[src/rtl/manchester_mod.sv]
// manchester_mod: Manchester (bi-phase) modulator with a registered line output.
// Define MANCHESTER_MOD_SYNC_IN_EN to add 2-flop synchronisers on in_enable and in_data.
module manchester_mod #(
    parameter int   HALF_BIT_CYCLES = 4,
    parameter logic IDLE_LEVEL      = 1'b0,
    parameter logic CONVENTION      = 1'b0
) (
    input  logic clk,
    input  logic rst_n,
    input  logic in_enable,
    input  logic in_data,
    output logic out_data
);
    localparam int CW = (HALF_BIT_CYCLES > 1) ? $clog2(HALF_BIT_CYCLES) : 1;
    localparam logic [CW-1:0] TERM = CW'(HALF_BIT_CYCLES - 1);
    typedef enum logic {IDLE, RUN} state_t;
    state_t        state_q;
    logic [CW-1:0] cnt_q;
    logic          phase_q;
    logic          bit_q;
    logic          out_q;
    logic          en;
    logic          din;
`ifdef MANCHESTER_MOD_SYNC_IN_EN
    logic [1:0] en_sync_q;
    logic [1:0] din_sync_q;
    always_ff @(posedge clk or negedge rst_n) begin
        if (!rst_n) begin
            en_sync_q  <= '0;
            din_sync_q <= '0;
        end else begin
            en_sync_q  <= {en_sync_q[0], in_enable};
            din_sync_q <= {din_sync_q[0], in_data};
        end
    end
    assign en  = en_sync_q[1];
    assign din = din_sync_q[1];
`else
    assign en  = in_enable;
    assign din = in_data;
`endif
    // A bit boundary in RUN restarts exactly like leaving IDLE, giving gapless back-to-back bits.
    always_ff @(posedge clk or negedge rst_n) begin
        if (!rst_n) begin
            state_q <= IDLE;
            cnt_q   <= '0;
            phase_q <= 1'b0;
            bit_q   <= 1'b0;
            out_q   <= IDLE_LEVEL;
        end else if (!en) begin
            state_q <= IDLE;
            cnt_q   <= '0;
            phase_q <= 1'b0;
            out_q   <= IDLE_LEVEL;
        end else if (state_q == IDLE || (cnt_q == TERM && phase_q)) begin
            state_q <= RUN;
            bit_q   <= din;
            cnt_q   <= '0;
            phase_q <= 1'b0;
            out_q   <= ~din ^ CONVENTION;
        end else if (cnt_q == TERM) begin
            cnt_q   <= '0;
            phase_q <= 1'b1;
            out_q   <= bit_q ^ CONVENTION;
        end else begin
            cnt_q   <= cnt_q + 1'b1;
        end
    end
    assign out_data = out_q;
endmodule

[config.mk]
export PLATFORM = sky130hd
export DESIGN_NAME = manchester_mod
export DESIGN_NICKNAME = d
export VERILOG_FILES = /design/src/rtl/manchester_mod.sv
export SDC_FILE = /design/constraint.sdc
export NUM_CORES = 1
export LEC_CHECK = 0
export CAP_MARGIN = 20
export CORE_AREA = 2 2 39 41
export CTS_BUF_LIST = sky130_fd_sc_hd__clkbuf_2 sky130_fd_sc_hd__clkbuf_4 sky130_fd_sc_hd__clkbuf_8
export CTS_CLUSTER_DIAMETER = 30
export DETAILED_ROUTE_END_ITERATION = 16
export DIE_AREA = 0 0 41 43
export MAX_ROUTING_LAYER = met4
export PLACE_DENSITY = 0.47
export SLEW_MARGIN = 30
export SYNTH_ARGS = -nofsm -noshare
export SYNTH_HDL_FRONTEND = slang
export SYNTH_SLANG_ARGS = --single-unit
[constraint.sdc]
create_clock -name clk -period 3.74 [get_ports clk]
set_input_delay 0.561 -clock clk [delete_from_list [all_inputs] [get_ports clk]]
set_output_delay 0.561 -clock clk [all_outputs]
set_load 0.01 [all_outputs]
==> results of run 1 <==
-- final timing paths --
kind	start	end	slack, ps	cells past startpoint
setup reg to reg	cnt_q[0]	bit_q	2390	4
setup / recovery	out_data	out_data	2050	1
hold / removal	cnt_q[0]	cnt_q[0]	430	1
hold reg to reg	cnt_q[0]	cnt_q[0]	430	1
max in group asynchronous	rst_n	bit_q	2960	1
min in group asynchronous	rst_n	out_data	560	1
-- synthesized netlist by cell type, drive strengths merged --
master	count
dfrtp	6
nand2	3
nor2	2
a21bo	1
a21oi	1
and3	1
clkbuf	1
ha	1
mux2	1
nand3	1
nor3	1
nor3b	1
o21ai	1
xnor2	1
-- power by group through the flow --
| stage | clock network (mW) | logic (mW) | registers (mW) |
|---|---|---|---|
| after floorplan | 0 | 0.00679 | 0.0721 |
| after global placement | 0 | 0.0140 | 0.0722 |
| after detailed placement | 0 | 0.0140 | 0.0725 |
| after CTS | 0.0631 | 0.0141 | 0.0715 |
| after global routing | 0.0661 | 0.0151 | 0.0720 |
| final | 0.0592 | 0.0138 | 0.0714 |
-- sequential cells by signal (all words and copies together), names as in the netlist --
name,flops
cnt_q,2
bit_q,1
out_data,1
phase_q,1
state_q,1
-- cell usage in the layout (no fill, tap or decap), drive strengths merged --
master	n
and3	1
dfrtp	6
ha	1
nor3	1
nor3b	1
a21oi	1
mux2	1
clkdlybuf4s50	4
o21ai	1
nand3	1
nand2	3
nor2	2
a21bo	1
clkbuf	3
xnor2	1
-- cell families (layout without fill, tap and decap cells) --
| group | after synthesis | in the layout |
|---|---|---|
| buffers and inverters | 1 | 7 |
| XOR/XNOR | 1 | 1 |
| multiplexers | 1 | 1 |
| adder cells (fa/ha/maj) | 1 | 1 |
| AO/OA/AOI/OAI | 3 | 3 |
| AND/OR/NAND/NOR | 9 | 9 |
| flip-flops | 6 | 6 |
-- metal layers --
| metal | part of all wire [%] | track usage (%) | wire (um) | up-vias |
|---|---|---|---|---|
| met5 | 0 | - | 0 | - |
| met4 | 3.4 | 8.00 | 14 | 0 |
| met3 | 9.2 | 4.71 | 38 | 2 |
| met2 | 34 | 6.25 | 142 | 7 |
| met1 | 53 | 8.55 | 217 | 81 |
| li1 | - | - | - | 87 |
-- cell type report --
class / count / area share [%]
Multi-Input combinational cell: 15 / 29.8
Clock buffer: 3 / 6.79
Sequential cell: 6 / 45.3
Tap cell: 16 / 6.04
Timing Repair Buffer: 4 / 12.1
==> impl_metrics.json, run 1 <==
{
  "synth_top_family_by_area": "simple AND/OR/NAND/NOR gates",
  "dp.cells": 41,
  "synthXorXnorAreaFrac_pct": 3.47,
  "fin_util_pct": 24.0,
  "ant_nets": 0,
  "multi_input_area_um2": 98.8,
  "finalCriticalPeriod_ps": 1690,
  "syn-num-nets": 27,
  "p_int_mw": 0.114,
  "grt_first_pass_wirelength_um": 683,
  "yosysWarnings": 0,
  "path_cells": "clkdlybuf4s50_1",
  "synthTopCellsByArea": "dfrtp_1, mux2_4, ha_1",
  "crit_family": "buffers and inverters",
  "stdcell_area_um2": 332,
  "nets": 35,
  "cts_setup_buffers": 0,
  "start_kind": "flip-flop",
  "grt_setup_unrepaired": "false",
  "path_buf_inv": 1,
  "place_area_um2": 309,
  "cts_made_buffers": 3,
  "wl_per_cell_um": 9.39,
  "die-area_mm2": 0.00176,
  "grt-ovfl-total": 0,
  "insertion_delay_ps": 240,
  "fillers": 151,
  "slew_violations": 0,
  "ir_drop_uv": 144,
  "grt_max_degree": 7,
  "seq_area_um2": 150,
  "drive_above_1_share_pct": 14.3,
  "max_cap_violations": 0,
  "synthMuxAreaShare_pct": 5.94,
  "fin_skew_ps": 1.64,
  "yosys.area_share.adder_pct": 4.95,
  "cp_slowest_stage_delay_ps": 540,
  "setup_slack_ps": 2050,
  "power.combinational.fraction_pct": 9.6,
  "critPathRequiredTime_ps": 3180,
  "antenna_cells": 0,
  "end_kind": "primary output",
  "netlist_instances": 22,
  "p_total_mw": 0.144,
  "hp-class": "reg2reg",
  "cts_sinks": 6,
  "timing.final.crit_share_pct": 45.2,
  "worst_slew_pin_slew_ps": 282,
  "finalSetupTns_ps": 0,
  "cts_hold_buffers": 0,
  "ys_types": 14,
  "grt_pass1_vias": 169,
  "place_congestion": 0.698,
  "hold_ws_ps": 434,
  "via_per_inst": 4.02,
  "routed_wl_um": 413,
  "place_ws_ps": 2120,
  "yosys_register_bits": 6,
  "cts_root_buf": "clkbuf_4",
  "synth_area_um2": 253,
  "syn_avg_cell_area_um2": 11.5,
  "max_freq_ghz": 0.592,
  "p_switching_mw": 0.0305,
  "antenna_found_initial": 0,
  "dr.pass1.iters": 3,
  "cts_max_level": 1,
  "yosysTopAreaCell": "dfrtp_1",
  "status": "complete, no violations",
  "cts_tree": "built",
  "cp.arrival_ps": 1130,
  "dp_hpwl_um": 300,
  "synth_top_area_share_pct": 59.4,
  "portBuffers": 4,
  "synth-compound-area-share_pct": 7.92,
  "p_sw_share_pct": 21.1,
  "p_clk_share_pct": 41.0,
  "setup_viol": 0,
  "clk_pin_slew_ps": 40,
  "die_x_um": 41,
  "core_mm2": 0.00138,
  "crit_fanout": 2,
  "area_growth_pct": 31.2,
  "hold_viol": 0,
  "postCtsResizedCells": 0,
  "drt-initial-drc-count": 1,
  "ios": 5,
  "drc": 0,
  "grtUsageTotal_pct": 6.94,
  "final_cells": 44,
  "crit_slowest_cell": "clkdlybuf4s50_1",
  "synth-simple-area-share_pct": 16.8,
  "clock_path_buffers": 2,
  "die_h_um": 43,
  "p_per_area_mw_per_mm2": 436,
  "worstSetupPathType": "reg2out",
  "p_leak_nw": 0.157,
  "seq_power_share_pct": 49.5,
  "vias": 177,
  "start_util_pct": 18.3,
  "maxSlewHeadroom_pct": 81.1,
  "rows": 14,
  "yosysSeqAreaShare_pct": 59.4
}
Note: power is estimated with default switching activity, not from simulation.
==> inputs of run 2 (changes only) <==
PLACE_DENSITY = 0.48   (was 0.47)
clock period = 1.5 ns   (was 3.74 ns; I/O delays follow)
==> impl_metrics.json, run 2 (synthesis gave the netlist of run 1 again) <==
{
  "ant_nets": 0,
  "drt-initial-drc-count": 3,
  "crit_fanout": 2,
  "met1_usage_pct": 8.58,
  "setup_viol": 0,
  "seq_area_um2": 150,
  "end_kind": "primary output",
  "maxSlewHeadroom_pct": 83.5,
  "grt_most_used_layer": "met1",
  "grt_pass1_vias": 187,
  "clk_pin_slew_ps": 40,
  "worstRegToRegCells": 4,
  "cts_tree": "built",
  "crit_slowest_cell": "clkdlybuf4s50_1",
  "largest_reg_flops": 2,
  "vias": 185,
  "cp.arrival_ps": 1130,
  "ir_drop_uv": 433,
  "top_register": "cnt_q",
  "worst_slew_pin_slew_ps": 247,
  "max_freq_ghz": 0.740,
  "crit_family": "buffers and inverters",
  "routed_wl_um": 413,
  "grt_max_degree": 7,
  "critPathRequiredTime_ps": 1270,
  "cp_slowest_stage_delay_ps": 550,
  "via_per_inst": 4.11,
  "final_common_cell": "dfrtp_1",
  "seq_power_share_pct": 50.1,
  "p_switching_mw": 0.0720,
  "power.combinational.fraction_pct": 9.9,
  "hold_viol": 0,
  "cts_hold_buffers": 0,
  "mostFrequentLayoutCells": "dfrtp_1, clkdlybuf4s50_1, nand2_1, clkbuf_4, nor2_1",
  "place_area_um2": 317,
  "nets": 36,
  "dp_hpwl_um": 347,
  "p_int_mw": 0.284,
  "cts_root_buf": "clkbuf_4",
  "dr.pass1.iters": 2,
  "grt-ovfl-total": 0,
  "antenna_found_initial": 0,
  "worstSetupPathType": "reg2out",
  "postCtsResizedCells": 0,
  "multi_input_area_um2": 98.8,
  "path_cells": "clkdlybuf4s50_1",
  "grt_setup_unrepaired": "false",
  "finalSetupTns_ps": 0,
  "max_cap_violations": 0,
  "insertion_delay_ps": 240,
  "place_congestion": 0.736,
  "start_kind": "flip-flop",
  "p_clk_share_pct": 40.0,
  "rows": 14,
  "status": "complete, no violations",
  "hold_ws_ps": 212,
  "cts_setup_buffers": 0,
  "core_mm2": 0.00138,
  "hp-class": "in2async",
  "grt_util_met2_pct": 7.50,
  "clock_path_buffers": 2,
  "wl_per_cell_um": 9.18,
  "fin_util_pct": 24.5,
  "ios": 5,
  "cts_max_level": 1,
  "grt_first_pass_wirelength_um": 745,
  "drive_above_1_share_pct": 17.2,
  "slew_violations": 0,
  "cts_made_buffers": 3,
  "p_sw_share_pct": 20.2,
  "fillers": 139,
  "p_leak_nw": 0.162,
  "path_buf_inv": 1,
  "timing.final.crit_share_pct": 90.1,
  "start_util_pct": 18.3,
  "die-area_mm2": 0.00176,
  "finalCriticalPeriod_ps": 1350,
  "cts_sinks": 6,
  "grtUsageTotal_pct": 6.74,
  "antenna_cells": 0,
  "die_h_um": 43,
  "p_per_area_mw_per_mm2": 1050,
  "drc": 0,
  "die_x_um": 41,
  "portBuffers": 4,
  "cp.depth": 1,
  "met3_usage_pct": 6.28,
  "fin_skew_ps": 5.64,
  "stdcell_area_um2": 339,
  "area_growth_pct": 34.2
}
run 2: changes by cell type in the layout (fill, tap and decap cells not counted):
cell and change:
buf_4 +1
run 2: stage by stage:
step	worst slack, ps	std cells	power [mW]
global placement	222	42	0.215
detailed placement	198	42	0.217
finish	149	45	0.356
global route	108	45	0.375
floorplan	218	22	0.197
CTS	134	45	0.361
run 2: per-layer routing:
| layer | wire [um] | vias up |
|---|---|---|
| met5 | 0 | - |
| met4 | 0 | 0 |
| met3 | 43 | 0 |
| met2 | 178 | 7 |
| met1 | 191 | 89 |
| li1 | - | 89 |
run 2: area by class of cell:
type                    instances  share of cell area [%]
repair buffers                  5                    14.0
clock buffers                   3                    6.64
flip-flops and latches          6                    44.3
well taps                      16                    5.90
multi-input cells              15                    29.2
run 2: path summary, 6_finish.rpt:
path                       slack (ps)  endpoint     start
setup / recovery                  150  out_data  out_data
hold / removal                    210  cnt_q[1]     rst_n
setup reg to reg                  220     bit_q  cnt_q[0]
hold reg to reg                   440  cnt_q[0]  cnt_q[0]
max in group asynchronous        1080  out_data     rst_n
min in group clk                  440  cnt_q[0]  cnt_q[0]
run 2: power groups by stage:
stage                     Combinational [mW]  Clock (mW)  Sequential (mW)
after floorplan                       0.0169           0            0.180
after global routing                  0.0397       0.156            0.179
after CTS                             0.0363       0.146            0.179
after detailed placement              0.0358           0            0.181
after global placement                0.0353           0            0.180
final                                 0.0353       0.142            0.178
